--- src/rtl/note_hit_pkg.sv ---
// Shared state encoding, bonus threshold and popcount helper for the note hit judge.
package note_hit_pkg;

  typedef enum logic [1:0] {
    IDLE = 2'd0,
    PLAY = 2'd1,
    OVER = 2'd2
  } state_e;

  localparam int unsigned COMBO_BONUS_THRESH = 16;

  function automatic int unsigned popcount(input logic [31:0] v);
    int unsigned n;
    n = 0;
    for (int i = 0; i < 32; i++) begin
      n = n + 32'(v[i]);
    end
    return n;
  endfunction

endpackage

--- src/rtl/key_edge_sync.sv ---
// One key lane: two-flop synchroniser followed by a registered rising-edge pulse.
module key_edge_sync (
  input  logic clk,
  input  logic rst,
  input  logic key,
  output logic pulse
);

  logic sync1;
  logic sync2;
  logic sync3;

  always_ff @(posedge clk) begin
    if (rst) begin
      sync1 <= 1'b0;
      sync2 <= 1'b0;
      sync3 <= 1'b0;
      pulse <= 1'b0;
    end else begin
      sync1 <= key;
      sync2 <= sync1;
      sync3 <= sync2;
      pulse <= sync2 & ~sync3;
    end
  end

endmodule

--- src/rtl/note_hit_judge.sv ---
// Per-tick hit/miss judge with combo/miss tracking, score pulse pacing and game FSM.
// Define NOTE_HIT_COMBO_BONUS_EN to double the credit of each hit while combo >= 16.
module note_hit_judge
  import note_hit_pkg::*;
#(
  parameter int unsigned LANES      = 4,
  parameter int unsigned MAX_MISSES = 8,
  parameter int unsigned COMBO_W    = 8
) (
  input  logic               INPUTCLOCK,
  input  logic               reset_n,
  input  logic               start,
  input  logic               tick,
  input  logic [LANES-1:0]   lane_note,
  input  logic [LANES-1:0]   key,
  output logic               score_inc,
  output logic [COMBO_W-1:0] combo,
  output logic [7:0]         misses,
  output logic               playing,
  output logic               game_over
);

  localparam int unsigned PEND_W = $clog2(2 * LANES + 1);
  localparam int unsigned CNT_W  = $clog2(LANES + 1);
  localparam int unsigned CSUM_W = COMBO_W + 1;

  state_e             state_q;
  state_e             state_d;
  logic [LANES-1:0]   edges;
  logic [LANES-1:0]   win_q;
  logic [LANES-1:0]   win_d;
  logic [LANES-1:0]   press_q;
  logic [LANES-1:0]   press_d;
  logic               armed_q;
  logic               armed_d;
  logic [COMBO_W-1:0] combo_q;
  logic [COMBO_W-1:0] combo_d;
  logic [7:0]         misses_q;
  logic [7:0]         misses_d;
  logic [PEND_W-1:0]  pend_q;
  logic [PEND_W-1:0]  pend_d;
  logic [PEND_W-1:0]  credit;
  logic               score_q;
  logic               score_d;
  logic               playing_q;
  logic               over_q;
  logic [CNT_W-1:0]   hits;
  logic [CNT_W-1:0]   miss_n;
  logic [CSUM_W-1:0]  combo_sum;
  logic [8:0]         miss_sum;

  for (genvar i = 0; i < LANES; i++) begin : g_lane
    key_edge_sync u_sync (
      .clk   (INPUTCLOCK),
      .rst   (reset_n),
      .key   (key[i]),
      .pulse (edges[i])
    );
  end

  // Window scoring: a lane differing between note and press is either unplayed or a wrong press.
  always_comb begin
    hits      = CNT_W'(popcount(32'(win_q & press_q)));
    miss_n    = CNT_W'(popcount(32'(win_q ^ press_q)));
    combo_sum = {1'b0, combo_q} + CSUM_W'(hits);
    miss_sum  = 9'(misses_q) + 9'(miss_n);
`ifdef NOTE_HIT_COMBO_BONUS_EN
    credit    = (32'(combo_q) >= COMBO_BONUS_THRESH) ? (PEND_W'(hits) << 1) : PEND_W'(hits);
`else
    credit    = PEND_W'(hits);
`endif
  end

  always_comb begin
    state_d  = state_q;
    win_d    = win_q;
    press_d  = press_q;
    armed_d  = armed_q;
    combo_d  = combo_q;
    misses_d = misses_q;
    pend_d   = pend_q;
    score_d  = 1'b0;

    unique case (state_q)
      IDLE, OVER: begin
        pend_d = '0;
        if (start) begin
          state_d  = PLAY;
          win_d    = '0;
          press_d  = '0;
          armed_d  = 1'b0;
          combo_d  = '0;
          misses_d = '0;
        end
      end

      PLAY: begin
        press_d = press_q | edges;
        // Pulses are spaced by a low cycle so the scoreboard sees distinct clock edges.
        if ((pend_q != '0) && !score_q) begin
          score_d = 1'b1;
          pend_d  = pend_q - PEND_W'(1);
        end
        if (tick) begin
          win_d   = lane_note;
          press_d = edges;
          armed_d = 1'b1;
          if (armed_q) begin
            if (miss_n != '0) begin
              combo_d = '0;
            end else begin
              combo_d = combo_sum[COMBO_W] ? '1 : combo_sum[COMBO_W-1:0];
              pend_d  = pend_d + credit;
            end
            if (miss_sum >= 9'(MAX_MISSES)) begin
              misses_d = 8'(MAX_MISSES);
              state_d  = OVER;
              pend_d   = '0;
              score_d  = 1'b0;
            end else begin
              misses_d = miss_sum[7:0];
            end
          end
        end
      end

      default: state_d = IDLE;
    endcase
  end

  always_ff @(posedge INPUTCLOCK) begin
    if (reset_n) begin
      state_q   <= IDLE;
      win_q     <= '0;
      press_q   <= '0;
      armed_q   <= 1'b0;
      combo_q   <= '0;
      misses_q  <= '0;
      pend_q    <= '0;
      score_q   <= 1'b0;
      playing_q <= 1'b0;
      over_q    <= 1'b0;
    end else begin
      state_q   <= state_d;
      win_q     <= win_d;
      press_q   <= press_d;
      armed_q   <= armed_d;
      combo_q   <= combo_d;
      misses_q  <= misses_d;
      pend_q    <= pend_d;
      score_q   <= score_d;
      playing_q <= (state_d == PLAY);
      over_q    <= (state_d == OVER);
    end
  end

  assign score_inc = score_q;
  assign combo     = combo_q;
  assign misses    = misses_q;
  assign playing   = playing_q;
  assign game_over = over_q;

endmodule

--- config.mk ---
export PLATFORM = sky130hd
export DESIGN_NAME = note_hit_judge
export DESIGN_NICKNAME = d
export VERILOG_FILES = /design/src/rtl/note_hit_pkg.sv /design/src/rtl/key_edge_sync.sv /design/src/rtl/note_hit_judge.sv
export SDC_FILE = /design/constraint.sdc
export NUM_CORES = 1
export LEC_CHECK = 0
export CORE_UTILIZATION = 55
export CTS_CLUSTER_DIAMETER = 50
export DETAILED_ROUTE_END_ITERATION = 8
export DONT_BUFFER_PORTS = 1
export GPL_TIMING_DRIVEN = 0
export PLACE_DENSITY = 0.73
export SYNTH_ARGS = -nofsm -noshare
export SYNTH_HDL_FRONTEND = slang
export SYNTH_SLANG_ARGS = --single-unit
--- constraint.sdc ---
create_clock -name INPUTCLOCK -period 3 [get_ports INPUTCLOCK]
set_input_delay 0.6 -clock INPUTCLOCK [delete_from_list [all_inputs] [get_ports INPUTCLOCK]]
set_output_delay 0.6 -clock INPUTCLOCK [all_outputs]
set_load 0.01 [all_outputs]
==> out/summary.json, run 1 <==
{
  "synth.area.top_cells": {"value": "sky130_fd_sc_hd__dfxtp_1 (43%), sky130_fd_sc_hd__ha_1 (9.7%), sky130_fd_sc_hd__nor2b_1 (5.6%), sky130_fd_sc_hd__a21oi_1 (5.4%), sky130_fd_sc_hd__fa_1 (4.3%)"},
  "cap_violations": {"value": 0},
  "floorplan.die.width": {"value": 67.1, "unit": "um"},
  "worstSetupEndpointType": {"value": "flop"},
  "crit_path_cell_trace": {"value": "ha_4, fa_1, ha_4, ha_4, ha_4, a21o_4, a2111oi_4, a211oi_2, or3_4, o22ai_2"},
  "critical_path_peak_fanout": {"value": 4},
  "run_status": {"value": "finished clean"},
  "ioPinCount": {"value": 31},
  "power": {"value": 1230, "unit": "uW"},
  "critical_path_class": {"value": "reg2reg"},
  "timing.critical_path.buf_inv": {"value": 0},
  "worstPathRequired": {"value": 3240, "unit": "ps"},
  "global_route.overflow_total": {"value": 0},
  "postSynthRegisterBits": {"value": 50},
  "cp-start-kind": {"value": "flop"},
  "relSlewSlack": {"value": 0.604},
  "timing_hold_violations_final": {"value": 0},
  "drt.antenna.violating_nets": {"value": 0},
  "gr-usage-all-layers": {"value": 0.234},
  "worst_vdd_ir": {"value": 0.354, "unit": "mV"},
  "arrival": {"value": 3240, "unit": "ps"},
  "routed_wirelength": {"value": 4580, "unit": "um"},
  "cts.repair_timing.setup_buffer_count": {"value": 0},
  "tritoncts": {"value": "done"},
  "xor_and_xnor_area_share_after_synthesis": {"value": 0.0225},
  "syn_nets": {"value": 277},
  "remaining_drc_errors": {"value": 0},
  "gp_congestion": {"value": 0.742},
  "finish.net_count": {"value": 284},
  "core_rows": {"value": 23},
  "cts_num_sinks": {"value": 50},
  "yosysWarnings": {"value": 0},
  "max_freq": {"value": 334, "unit": "MHz"},
  "grt_first_pass_wirelength": {"value": 7820, "unit": "um"},
  "dp_hpwl": {"value": 3280, "unit": "um"},
  "power.static_leakage": {"value": 0.00106, "unit": "uW"},
  "cts.reportedPaths.clkPinSlew": {"value": 90, "unit": "ps"},
  "yosys.area.top_type_share": {"value": 0.429},
  "synth_top_family_by_area": {"value": "simple AND/OR/NAND/NOR gates"},
  "timing.critical_path.slowest_cell_delay": {"value": 530, "unit": "ps"},
  "areaGrowthSynthToFinish": {"value": 14.2, "unit": "%"},
  "final_layout_size_suffix_gt1_frac": {"value": 0.156},
  "synth-seq-area-share": {"value": 0.429},
  "clock_skew": {"value": 7.50, "unit": "ps"},
  "critical_path.top_delay_family": {"value": "adder cells"},
  "n_antenna_cell": {"value": 0},
  "synth.distinct_cells": {"value": 37},
  "synth.most_common_cell": {"value": "sky130_fd_sc_hd__dfxtp_1"},
  "post_synth_instance_area": {"value": 2330, "unit": "sq um"},
  "crit_path_top_delay_cell": {"value": "sky130_fd_sc_hd__fa_1"},
  "routed_via_density": {"value": 5.73},
  "grt_max_degree": {"value": 17},
  "numPortBuffers": {"value": 0},
  "post-route-cell-area": {"value": 2660, "unit": "sq um"},
  "via_count": {"value": 1720},
  "clock_insertion_delay_worst_skew": {"value": 300, "unit": "ps"},
  "asyncSetResetFlopFracSynth": {"value": 0},
  "rsz0062_at_grt": {"value": "true"},
  "synth.cells.most_frequent": {"value": "sky130_fd_sc_hd__dfxtp_1 (50), sky130_fd_sc_hd__a21oi_1 (25), sky130_fd_sc_hd__nor2b_1 (21)"},
  "die_height": {"value": 67.1, "unit": "um"},
  "number_of_synthesized_flops_with_an_enable_pin": {"value": 0},
  "min_delay_path_depth": {"value": 1},
  "cp.depth": {"value": 10},
  "detailed_route_iter0_violations": {"value": 77},
  "min_path_type": {"value": "in2reg"},
  "placed_cell_area": {"value": 2430, "unit": "sq um"},
  "routedWlPerCell": {"value": 15.3, "unit": "um"},
  "final.min_clock_period": {"value": 3000, "unit": "ps"},
  "finalSetupViolCount": {"value": 0},
  "core_area": {"value": 4030, "unit": "sq um"},
  "initial_utilization": {"value": 0.579},
  "first_global_vias": {"value": 1745},
  "worst_pin_slew": {"value": 593, "unit": "ps"},
  "htree_num_levels": {"value": 2},
  "clockRootBuffer": {"value": "sky130_fd_sc_hd__clkbuf_8"},
  "finalCritPeriodShare": {"value": 0.999},
  "clock_tree.buffer_depth": {"value": 2},
  "drt_first_pass_iters": {"value": 4},
  "tritoncts_buffer_count": {"value": 5},
  "yosys-mux-area-fraction": {"value": 0.0177},
  "synthAdderAreaFrac": {"value": 0.139},
  "post_synth.cell_area_avg": {"value": 9.64, "unit": "sq um"},
  "fillers": {"value": 346},
  "antenna_found_initial": {"value": 0},
  "yosysTopAreaCell": {"value": "sky130_fd_sc_hd__dfxtp_1"},
  "design.die.area": {"value": 4510, "unit": "sq um"},
  "postSynthCellCount": {"value": 242},
  "worst_path_most_repeated_cell": {"value": "sky130_fd_sc_hd__ha_4"},
  "synth_top_flop_cell": {"value": "sky130_fd_sc_hd__dfxtp_1"},
  "timing.reg2reg.worst_path_depth": {"value": 10},
  "power_per_cell_area": {"value": 462, "unit": "nW/um^2"},
  "synth_simple_gate_area_frac": {"value": 0.213},
  "compound_gate_portion_of_the_synthesized_area": {"value": 0.155},
  "slew_violations": {"value": 0}
}
worst paths after layout:
check | start | to | slack [ps]
setup / recovery | win_q[3] | pend_q[0] | 3
hold / removal | reset_n | g_lane[0].u_sync.sync3 | 360
setup reg to reg | win_q[3] | pend_q[0] | 3
hold reg to reg | g_lane[3].u_sync.sync3 | g_lane[3].u_sync.pulse | 390
flip-flops by register name, indices dropped and copies added (netlist names), 2 cells and up:
| register | flops |
|---|---|
| combo | 8 |
| misses | 8 |
| g_lane.u_sync.pulse | 4 |
| g_lane.u_sync.sync1 | 4 |
| g_lane.u_sync.sync2 | 4 |
| g_lane.u_sync.sync3 | 4 |
| pend_q | 4 |
| press_q | 4 |
| win_q | 4 |
| state_q | 2 |
metal layers:
metal	vias up	GRT usage	wire length, um
met2	46	0.399	2160
met3	8	0.0599	209
li1	855	-	-
met4	0	0.0798	78
met1	811	0.282	2130
met5	-	0	0
final cells by class:
cell class,instances,area [sq um],area share
multi-input combinational,178,1420,0.535
buffer,8,32.5,0.0122
clock buffer,5,68.8,0.0258
inverter,6,22.5,0.00846
tap,50,62.6,0.0235
clock inverter,3,43.8,0.0164
sequential,50,1010,0.379
per-stage QoR:
| stage | setup WS, ps | hold slack, ps | instances | setup TNS (ps) | utilization |
|---|---|---|---|---|---|
| after detailed placement | -106 | 375 | 292 | -681 | 0.602 |
| final | 2.75 | 364 | 300 | 0 | 0.661 |
| after global placement | -80.6 | 370 | 292 | -471 | 0.602 |
| after floorplan | 67.3 | 367 | 242 | 0 | - |
| after CTS | 13.2 | 354 | 300 | 0 | 0.650 |
| after global routing | -73.0 | 347 | 300 | -614 | 0.661 |
report_power, final:
part / switching [uW] / total, uW / internal, uW
logic: 43.7 / 73.0 / 29.3
registers: 6.78 / 683 / 677
clock network: 224 / 474 / 250
cells by family (layout without fill, tap and decap cells):
kind of cell	count (synthesis)	after routing
AND/OR/NAND/NOR	91	91
XOR/XNOR	6	6
multiplexers	4	4
flip-flops	50	50
AO/OA/AOI/OAI	54	54
buffers and inverters	14	22
adder cells (fa/ha/maj)	23	23
cells in the final DEF, fill, tap and decap left out, drive strengths merged, types with 2 or more instances in the layout:
cell type,instances
nand3,7
buf,2
nor2,16
xor2,3
mux2i,3
nor3,3
xnor2,3
inv,7
nand2b,4
o22ai,3
a2111oi,2
clkbuf,11
and2,8
dfxtp,50
nor2b,21
nand4b,2
fa,5
a21o,6
or3,3
a21oi,25
o21ai,7
nand2,20
a22oi,7
ha,18
timing repair:
action	in CTS	in global routing
setup endpoints to repair	13	19
hold buffers	0	0
pin swaps	11	14
resized for setup	12	9
hold endpoints to repair	0	0
Note: power is estimated with default switching activity, not from simulation.
==> run 2: changes to the inputs <==
- GPL_TIMING_DRIVEN: 0 -> unset
- SLEW_MARGIN: unset -> 20
==> out/summary.json, run 2 (same netlist as run 1, synthesis figures left out) <==
{
  "routed_via_density": {"value": 5.73, "change": "about the same"},
  "cts.reportedPaths.clkPinSlew": {"value": 90, "unit": "ps", "change": "about the same"},
  "min_delay_path_depth": {"value": 1, "change": "unchanged"},
  "antenna_found_initial": {"value": 0, "change": "unchanged"},
  "run_status": {"value": "finished clean"},
  "timing_hold_violations_final": {"value": 0, "change": "unchanged"},
  "numPortBuffers": {"value": 0, "change": "unchanged"},
  "cp-start-kind": {"value": "flop"},
  "remaining_drc_errors": {"value": 0, "change": "unchanged"},
  "clock_tree.buffer_depth": {"value": 2, "change": "unchanged"},
  "finalHoldWorstSlack": {"value": 348, "unit": "ps", "change": "-16.1 ps"},
  "timing.rr.end": {"value": "misses[1]"},
  "hp-start": {"value": "reset_n"},
  "fillers": {"value": 349, "change": "+0.87%"},
  "finalCritPeriodShare": {"value": 0.993, "change": "-0.00590"},
  "tritoncts": {"value": "done"},
  "tritoncts_buffer_count": {"value": 5, "change": "unchanged"},
  "final_core_util": {"value": 0.666, "change": "+0.00559"},
  "post_cts_hold_buffer_count": {"value": 0, "change": "unchanged"},
  "clock_insertion_delay_worst_skew": {"value": 310, "unit": "ps", "change": "about the same"},
  "ioPinCount": {"value": 31, "change": "unchanged"},
  "slew_violations": {"value": 0, "change": "unchanged"},
  "design.die.area": {"value": 4510, "unit": "sq um", "change": "unchanged"},
  "power_per_cell_area": {"value": 457, "unit": "nW/um^2", "change": "-1.2%"},
  "detailed_route_iter0_violations": {"value": 92, "change": "+19%"},
  "seqCellArea": {"value": 1010, "unit": "sq um", "change": "-0.25%"},
  "mostFrequentLayoutCells": {"value": "sky130_fd_sc_hd__dfxtp_1 (46), sky130_fd_sc_hd__a21oi_1 (24), sky130_fd_sc_hd__nor2b_1 (21)"},
  "final_layout_size_suffix_gt1_frac": {"value": 0.173, "change": "+0.0167"},
  "gr-usage-all-layers": {"value": 0.220, "change": "-0.0134"},
  "worst_pin_slew": {"value": 521, "unit": "ps", "change": "-73.0 ps"},
  "global_route.overflow_total": {"value": 0, "change": "unchanged"},
  "gr-usage-met3": {"value": 0.0668, "change": "+0.00685"},
  "worstPathRequired": {"value": 3260, "unit": "ps", "change": "+20 ps"},
  "cts_num_sinks": {"value": 50, "change": "unchanged"},
  "relSlewSlack": {"value": 0.653, "change": "+0.0486"},
  "max_freq": {"value": 336, "unit": "MHz", "change": "+0.59%"},
  "gp_congestion": {"value": 0.820, "change": "+10%"},
  "grt_max_degree": {"value": 41, "change": "+24"},
  "placed_insts": {"value": 289, "change": "-1.0%"},
  "final_cell_count_no_fill": {"value": 299, "change": "-0.33%"},
  "worstSetupEndpointType": {"value": "flop"},
  "met2_use_gr": {"value": 0.345, "change": "-0.0538"},
  "drt_first_pass_iters": {"value": 4, "change": "unchanged"},
  "cap_violations": {"value": 0, "change": "unchanged"},
  "timing.reg2reg.worst_path_depth": {"value": 9, "change": "-1"},
  "via_count": {"value": 1713, "change": "-0.41%"},
  "finalSetupViolCount": {"value": 0, "change": "unchanged"},
  "floorplan.die.width": {"value": 67.1, "unit": "um", "change": "unchanged"},
  "core_rows": {"value": 23, "change": "unchanged"},
  "gr_peak_layer": {"value": "met2"},
  "n_antenna_cell": {"value": 0, "change": "unchanged"},
  "power": {"value": 1230, "unit": "uW", "change": "-0.34%"},
  "drt.antenna.violating_nets": {"value": 0, "change": "unchanged"},
  "initial_utilization": {"value": 0.579, "change": "unchanged"},
  "areaGrowthSynthToFinish": {"value": 15.1, "unit": "%"},
  "first_global_vias": {"value": 1616, "change": "-7.4%"},
  "critical_path_peak_fanout": {"value": 3, "change": "-1"},
  "power.static_leakage": {"value": 0.00107, "unit": "uW", "change": "+0.38%"},
  "core_area": {"value": 4030, "unit": "sq um", "change": "unchanged"},
  "clock_skew": {"value": 6.92, "unit": "ps", "change": "-0.581 ps"},
  "grt_first_pass_wirelength": {"value": 7360, "unit": "um", "change": "-5.9%"},
  "critical_path_class": {"value": "reg2reg"},
  "dp_hpwl": {"value": 3030, "unit": "um", "change": "-7.6%"},
  "min_path_type": {"value": "in2reg"},
  "worst_vdd_ir": {"value": 0.340, "unit": "mV", "change": "-3.9%"},
  "clockRootBuffer": {"value": "sky130_fd_sc_hd__clkbuf_8"},
  "arrival": {"value": 3240, "unit": "ps", "change": "about the same"},
  "multi_input_comb_area": {"value": 1420, "unit": "sq um", "change": "unchanged"},
  "met1_usage": {"value": 0.285, "change": "+0.00301"},
  "rrSetupSlack": {"value": 20, "unit": "ps", "change": "+20 ps"},
  "routedWlPerCell": {"value": 15.2, "unit": "um", "change": "-0.32%"},
  "layout_commonest_cell": {"value": "sky130_fd_sc_hd__dfxtp_1"},
  "timing.rr.start": {"value": "press_q[0]"},
  "worst_hold_path.endpoint": {"value": "playing"},
  "final.min_clock_period": {"value": 2980, "unit": "ps", "change": "-17.7 ps"},
  "rsz0062_at_grt": {"value": "true"},
  "finish.net_count": {"value": 283, "change": "-0.35%"},
  "die_height": {"value": 67.1, "unit": "um", "change": "unchanged"},
  "routed_wirelength": {"value": 4550, "unit": "um", "change": "-0.65%"},
  "htree_num_levels": {"value": 2, "change": "unchanged"}
}
run 2: cell types whose count changed in the layout (fill, tap and decap cells not counted), moves of 2 or more:
| cell | before | now |
|---|---|---|
| sky130_fd_sc_hd__clkbuf_1 | 6 | 0 |
| sky130_fd_sc_hd__clkinvlp_4 | 0 | 2 |
| sky130_fd_sc_hd__dfxtp_2 | 6 | 4 |
| sky130_fd_sc_hd__dfxtp_1 | 44 | 46 |
| sky130_fd_sc_hd__buf_4 | 0 | 6 |
| sky130_fd_sc_hd__buf_2 | 2 | 0 |
run 2: power by group:
group	switching [uW]	total (uW)	internal, uW
Clock	233	481	248
Combinational	34.0	61.9	28.0
Sequential	6.48	683	676
Total	273	1230	953
run 2: worst max path at each step:
stage                from   endpoint  slack [ps]  depth (start not counted)
6_report       press_q[0]  misses[1]          20                          9
5_1_grt        press_q[0]  misses[1]         -90                          9
4_1_cts        press_q[0]  pend_q[1]           1                         10
3_5_place_dp     win_q[0]  pend_q[1]        -110                         10
3_3_place_gp     win_q[0]  pend_q[3]         -60                          9
2_1_floorplan    win_q[0]  pend_q[0]          70                         10
run 2: cell type report:
cell class,count,share of cell area
Multi-Input combinational cell,178,0.530
Sequential cell,50,0.375
Clock buffer,5,0.0256
Tap cell,50,0.0233
Timing Repair Buffer,7,0.0210
Clock inverter,3,0.0168
Inverter,6,0.00839
run 2: timing repair:
action	CTS	global route
resized for setup	9	11
buffers inserted	1	1
pin swaps	8	7
endpoints found under the setup margin	11	14
run 2: per-stage QoR:
step | setup WS, ps | setup TNS, ps | area (sq um)
detailed placement | -109 | -615 | 2430
global placement | -60.9 | -224 | 2430
finish | 20.5 | 0 | 2690
global route | -89.4 | -232 | 2690
CTS | 1.15 | 0 | 2610
floorplan | 67.3 | 0 | 2360
run 2: critical path: stages, from the launching register on:
cell	delay, ps
sky130_fd_sc_hd__dfxtp_2	340
sky130_fd_sc_hd__ha_4	240
sky130_fd_sc_hd__fa_1	570
sky130_fd_sc_hd__ha_4	220
sky130_fd_sc_hd__ha_4	160
sky130_fd_sc_hd__fa_2	400
sky130_fd_sc_hd__nand4b_1	250
sky130_fd_sc_hd__a2111oi_4	460
sky130_fd_sc_hd__a22oi_1	160
sky130_fd_sc_hd__nor2_1	120
run 2: routing by layer:
layer | vias up | wire [um]
met1 | 823 | 2170
met5 | - | 0
li1 | 851 | -
met2 | 33 | 2140
met3 | 6 | 176
met4 | 0 | 63
==> run 3: changes to the inputs <==
- CORE_ASPECT_RATIO: unset -> 1.75
- CTS_CLUSTER_SIZE: unset -> 10
==> out/summary.json, run 3 (same netlist as run 1, synthesis figures left out) <==
{
  "run_status": {"value": "finished clean"},
  "min_delay_path_depth": {"value": 1, "change": "unchanged"},
  "finalSetupViolCount": {"value": 0, "change": "unchanged"},
  "routed_wirelength": {"value": 4680, "unit": "um", "change": "+2.9%"},
  "cp-start-kind": {"value": "flop"},
  "drt_first_pass_iters": {"value": 4, "change": "unchanged"},
  "crit_path_cell_trace": {"value": "ha_4, fa_1, ha_2, ha_4, ha_4, a21o_1, a2111oi_4, a211oi_4, or3_1, a21oi_1"},
  "routedWlPerCell": {"value": 15.8, "unit": "um", "change": "+3.6%"},
  "timing.critical_path.slowest_cell_delay": {"value": 530, "unit": "ps", "change": "-40 ps"},
  "seq_power_share": {"value": 0.591, "change": "+0.034"},
  "final_layout_size_suffix_gt1_frac": {"value": 0.181, "change": "+0.00876"},
  "critical_path.top_delay_family": {"value": "adder cells"},
  "htree_num_levels": {"value": 2, "change": "unchanged"},
  "power_report.internal_total": {"value": 876, "unit": "uW", "change": "-8.0%"},
  "timing_hold_violations_final": {"value": 0, "change": "unchanged"},
  "timing.critical_path.buf_inv": {"value": 0, "change": "unchanged"},
  "antenna_found_initial": {"value": 0, "change": "unchanged"},
  "clockRootBuffer": {"value": "sky130_fd_sc_hd__clkbuf_8"},
  "dp_hpwl": {"value": 3340, "unit": "um", "change": "+10%"},
  "gp_congestion": {"value": 0.802, "change": "-2.2%"},
  "tritoncts": {"value": "done"},
  "n_antenna_cell": {"value": 0, "change": "unchanged"},
  "worstSetupEndpointType": {"value": "flop"},
  "core_area": {"value": 4110, "unit": "sq um", "change": "+2.0%"},
  "timing.rr.end": {"value": "pend_q[2]"},
  "worst_hold_path.endpoint": {"value": "score_inc"},
  "mostFrequentLayoutCells": {"value": "sky130_fd_sc_hd__dfxtp_1 (45), sky130_fd_sc_hd__a21oi_1 (24), sky130_fd_sc_hd__nor2b_1 (21)"},
  "rrSetupSlack": {"value": 40, "unit": "ps", "change": "+20 ps"},
  "switching_part_of_the_total_power": {"value": 0.242, "change": "+0.0190"},
  "worst_pin_slew": {"value": 686, "unit": "ps", "change": "+165 ps"},
  "finalHoldWorstSlack": {"value": 347, "unit": "ps", "change": "-0.329 ps"},
  "gr-usage-all-layers": {"value": 0.222, "change": "+0.00172"},
  "floorplan.die.width": {"value": 51.2, "unit": "um", "change": "-24%"},
  "fillers": {"value": 355, "change": "+1.7%"},
  "crit_path_top_delay_cell": {"value": "sky130_fd_sc_hd__fa_1"},
  "first_global_vias": {"value": 1651, "change": "+2.2%"},
  "drt.antenna.violating_nets": {"value": 0, "change": "unchanged"},
  "finalCritPeriodShare": {"value": 0.988, "change": "-0.00547"},
  "arrival": {"value": 3200, "unit": "ps", "change": "-40 ps"},
  "remaining_drc_errors": {"value": 0, "change": "unchanged"},
  "clock_tree.buffer_depth": {"value": 2, "change": "unchanged"},
  "initial_utilization": {"value": 0.567, "change": "-0.0116"},
  "rsz0062_at_grt": {"value": "true"},
  "areaGrowthSynthToFinish": {"value": 15.1, "unit": "%", "change": "about the same"},
  "cap_violations": {"value": 0, "change": "unchanged"},
  "die_height": {"value": 88.1, "unit": "um", "change": "+31%"},
  "worstPathRequired": {"value": 3240, "unit": "ps", "change": "-20 ps"},
  "post_cts_hold_buffer_count": {"value": 0, "change": "unchanged"},
  "critical_path_class": {"value": "reg2reg"},
  "clockPowerShare": {"value": 0.359, "change": "-0.033"},
  "max_freq": {"value": 337, "unit": "MHz", "change": "+0.55%"},
  "worst_path_most_repeated_cell": {"value": "sky130_fd_sc_hd__ha_4"},
  "timing.rr.start": {"value": "win_q[3]"},
  "critical_path_peak_fanout": {"value": 4, "change": "+1"},
  "global_route.overflow_total": {"value": 0, "change": "unchanged"},
  "clock_insertion_delay_worst_skew": {"value": 310, "unit": "ps", "change": "about the same"},
  "finish.net_count": {"value": 282, "change": "-0.35%"},
  "grt_first_pass_wirelength": {"value": 7490, "unit": "um", "change": "+1.9%"},
  "grt_max_degree": {"value": 41, "change": "unchanged"},
  "power.static_leakage": {"value": 0.00108, "unit": "uW", "change": "+1.4%"},
  "tritoncts_buffer_count": {"value": 5, "change": "unchanged"},
  "ioPinCount": {"value": 31, "change": "unchanged"},
  "design.die.area": {"value": 4520, "unit": "sq um", "change": "+0.23%"},
  "power": {"value": 1160, "unit": "uW", "change": "-5.7%"},
  "power_per_cell_area": {"value": 431, "unit": "nW/um^2", "change": "-5.7%"},
  "core_rows": {"value": 31, "change": "+35%"},
  "hp-start": {"value": "reset_n"},
  "clock_skew": {"value": 14.2, "unit": "ps", "change": "+7.32 ps"},
  "switching_power_total": {"value": 280, "unit": "uW", "change": "+2.3%"},
  "relSlewSlack": {"value": 0.542, "change": "-0.111"},
  "numPortBuffers": {"value": 0, "change": "unchanged"},
  "slew_violations": {"value": 0, "change": "unchanged"},
  "detailed_route_iter0_violations": {"value": 45, "change": "-51%"},
  "timing.reg2reg.worst_path_depth": {"value": 10, "change": "+1"},
  "routed_via_density": {"value": 5.70, "change": "-0.44%"},
  "power.combinational.fraction": {"value": 0.050, "change": "about the same"},
  "final.min_clock_period": {"value": 2960, "unit": "ps", "change": "-16.4 ps"},
  "worst_vdd_ir": {"value": 0.517, "unit": "mV", "change": "+52%"},
  "layout_commonest_cell": {"value": "sky130_fd_sc_hd__dfxtp_1"},
  "cts.reportedPaths.clkPinSlew": {"value": 100, "unit": "ps", "change": "about the same"},
  "min_path_type": {"value": "in2reg"},
  "cts_num_sinks": {"value": 50, "change": "unchanged"},
  "via_count": {"value": 1694, "change": "-1.1%"}
}
==> run 3: changes by cell type in the layout (fill, tap and decap cells not counted), sizes merged <==
cell | before | now
clkinvlp | 2 | 0
inv | 6 | 8
bufinv | 1 | 0
clkinv | 0 | 1
buf | 7 | 6
==> run 3: cell type report <==
cell class | count | area, sq um | share of cell area
well taps | 49 | 61.3 | 0.0228
inverters | 6 | 22.5 | 0.00839
repair buffers | 6 | 48.8 | 0.0182
clock inverters | 3 | 28.8 | 0.0107
flip-flops and latches | 50 | 1010 | 0.375
clock buffers | 5 | 68.8 | 0.0256
multi-input cells | 178 | 1450 | 0.539
==> run 3: routing by layer <==
layer,routed length (um),track usage
met1,1860,0.254
met3,123,0.0538
met2,2610,0.402
met5,0,0
met4,84,0.0639
==> run 3: worst max-delay path by stage <==
stage	slack (ps)	to	start	cells after the start
after global placement	-80	pend_q[3]	win_q[0]	9
after global routing	-90	pend_q[2]	win_q[3]	10
after CTS	20	pend_q[2]	press_q[3]	10
after floorplan	70	pend_q[0]	win_q[0]	10
after detailed placement	-110	pend_q[2]	win_q[0]	9
final	40	pend_q[2]	win_q[3]	10
==> run 3: repair_timing <==
| action | 4_1_cts | 5_1_grt |
|---|---|---|
| endpoints found under the setup margin | 10 | 16 |
| pin swaps | 13 | 3 |
| hold endpoints to repair | 0 | 0 |
| resized for setup | 11 | 13 |
| setup buffers | 1 | 0 |
==> run 3: per-stage QoR <==
step	setup TNS, ps	setup slack (ps)	area (sq um)	util	instances
2_1_floorplan	0	67.3	2360	-	242
3_3_place_gp	-345	-82.4	2430	0.591	288
3_5_place_dp	-615	-114	2430	0.591	288
4_1_cts	0	20.3	2600	0.633	297
5_1_grt	-342	-86.3	2680	0.653	297
6_report	0	36.9	2680	0.653	297
==> run 3: power groups by stage <==
stage                     Combinational [uW]  Sequential (uW)  Clock, uW
after floorplan                         49.6              696          0
after global placement                  52.3              698          0
after detailed placement                53.6              698          0
after CTS                               55.6              684        426
after global routing                    65.3              685        453
final                                   57.4              683        415
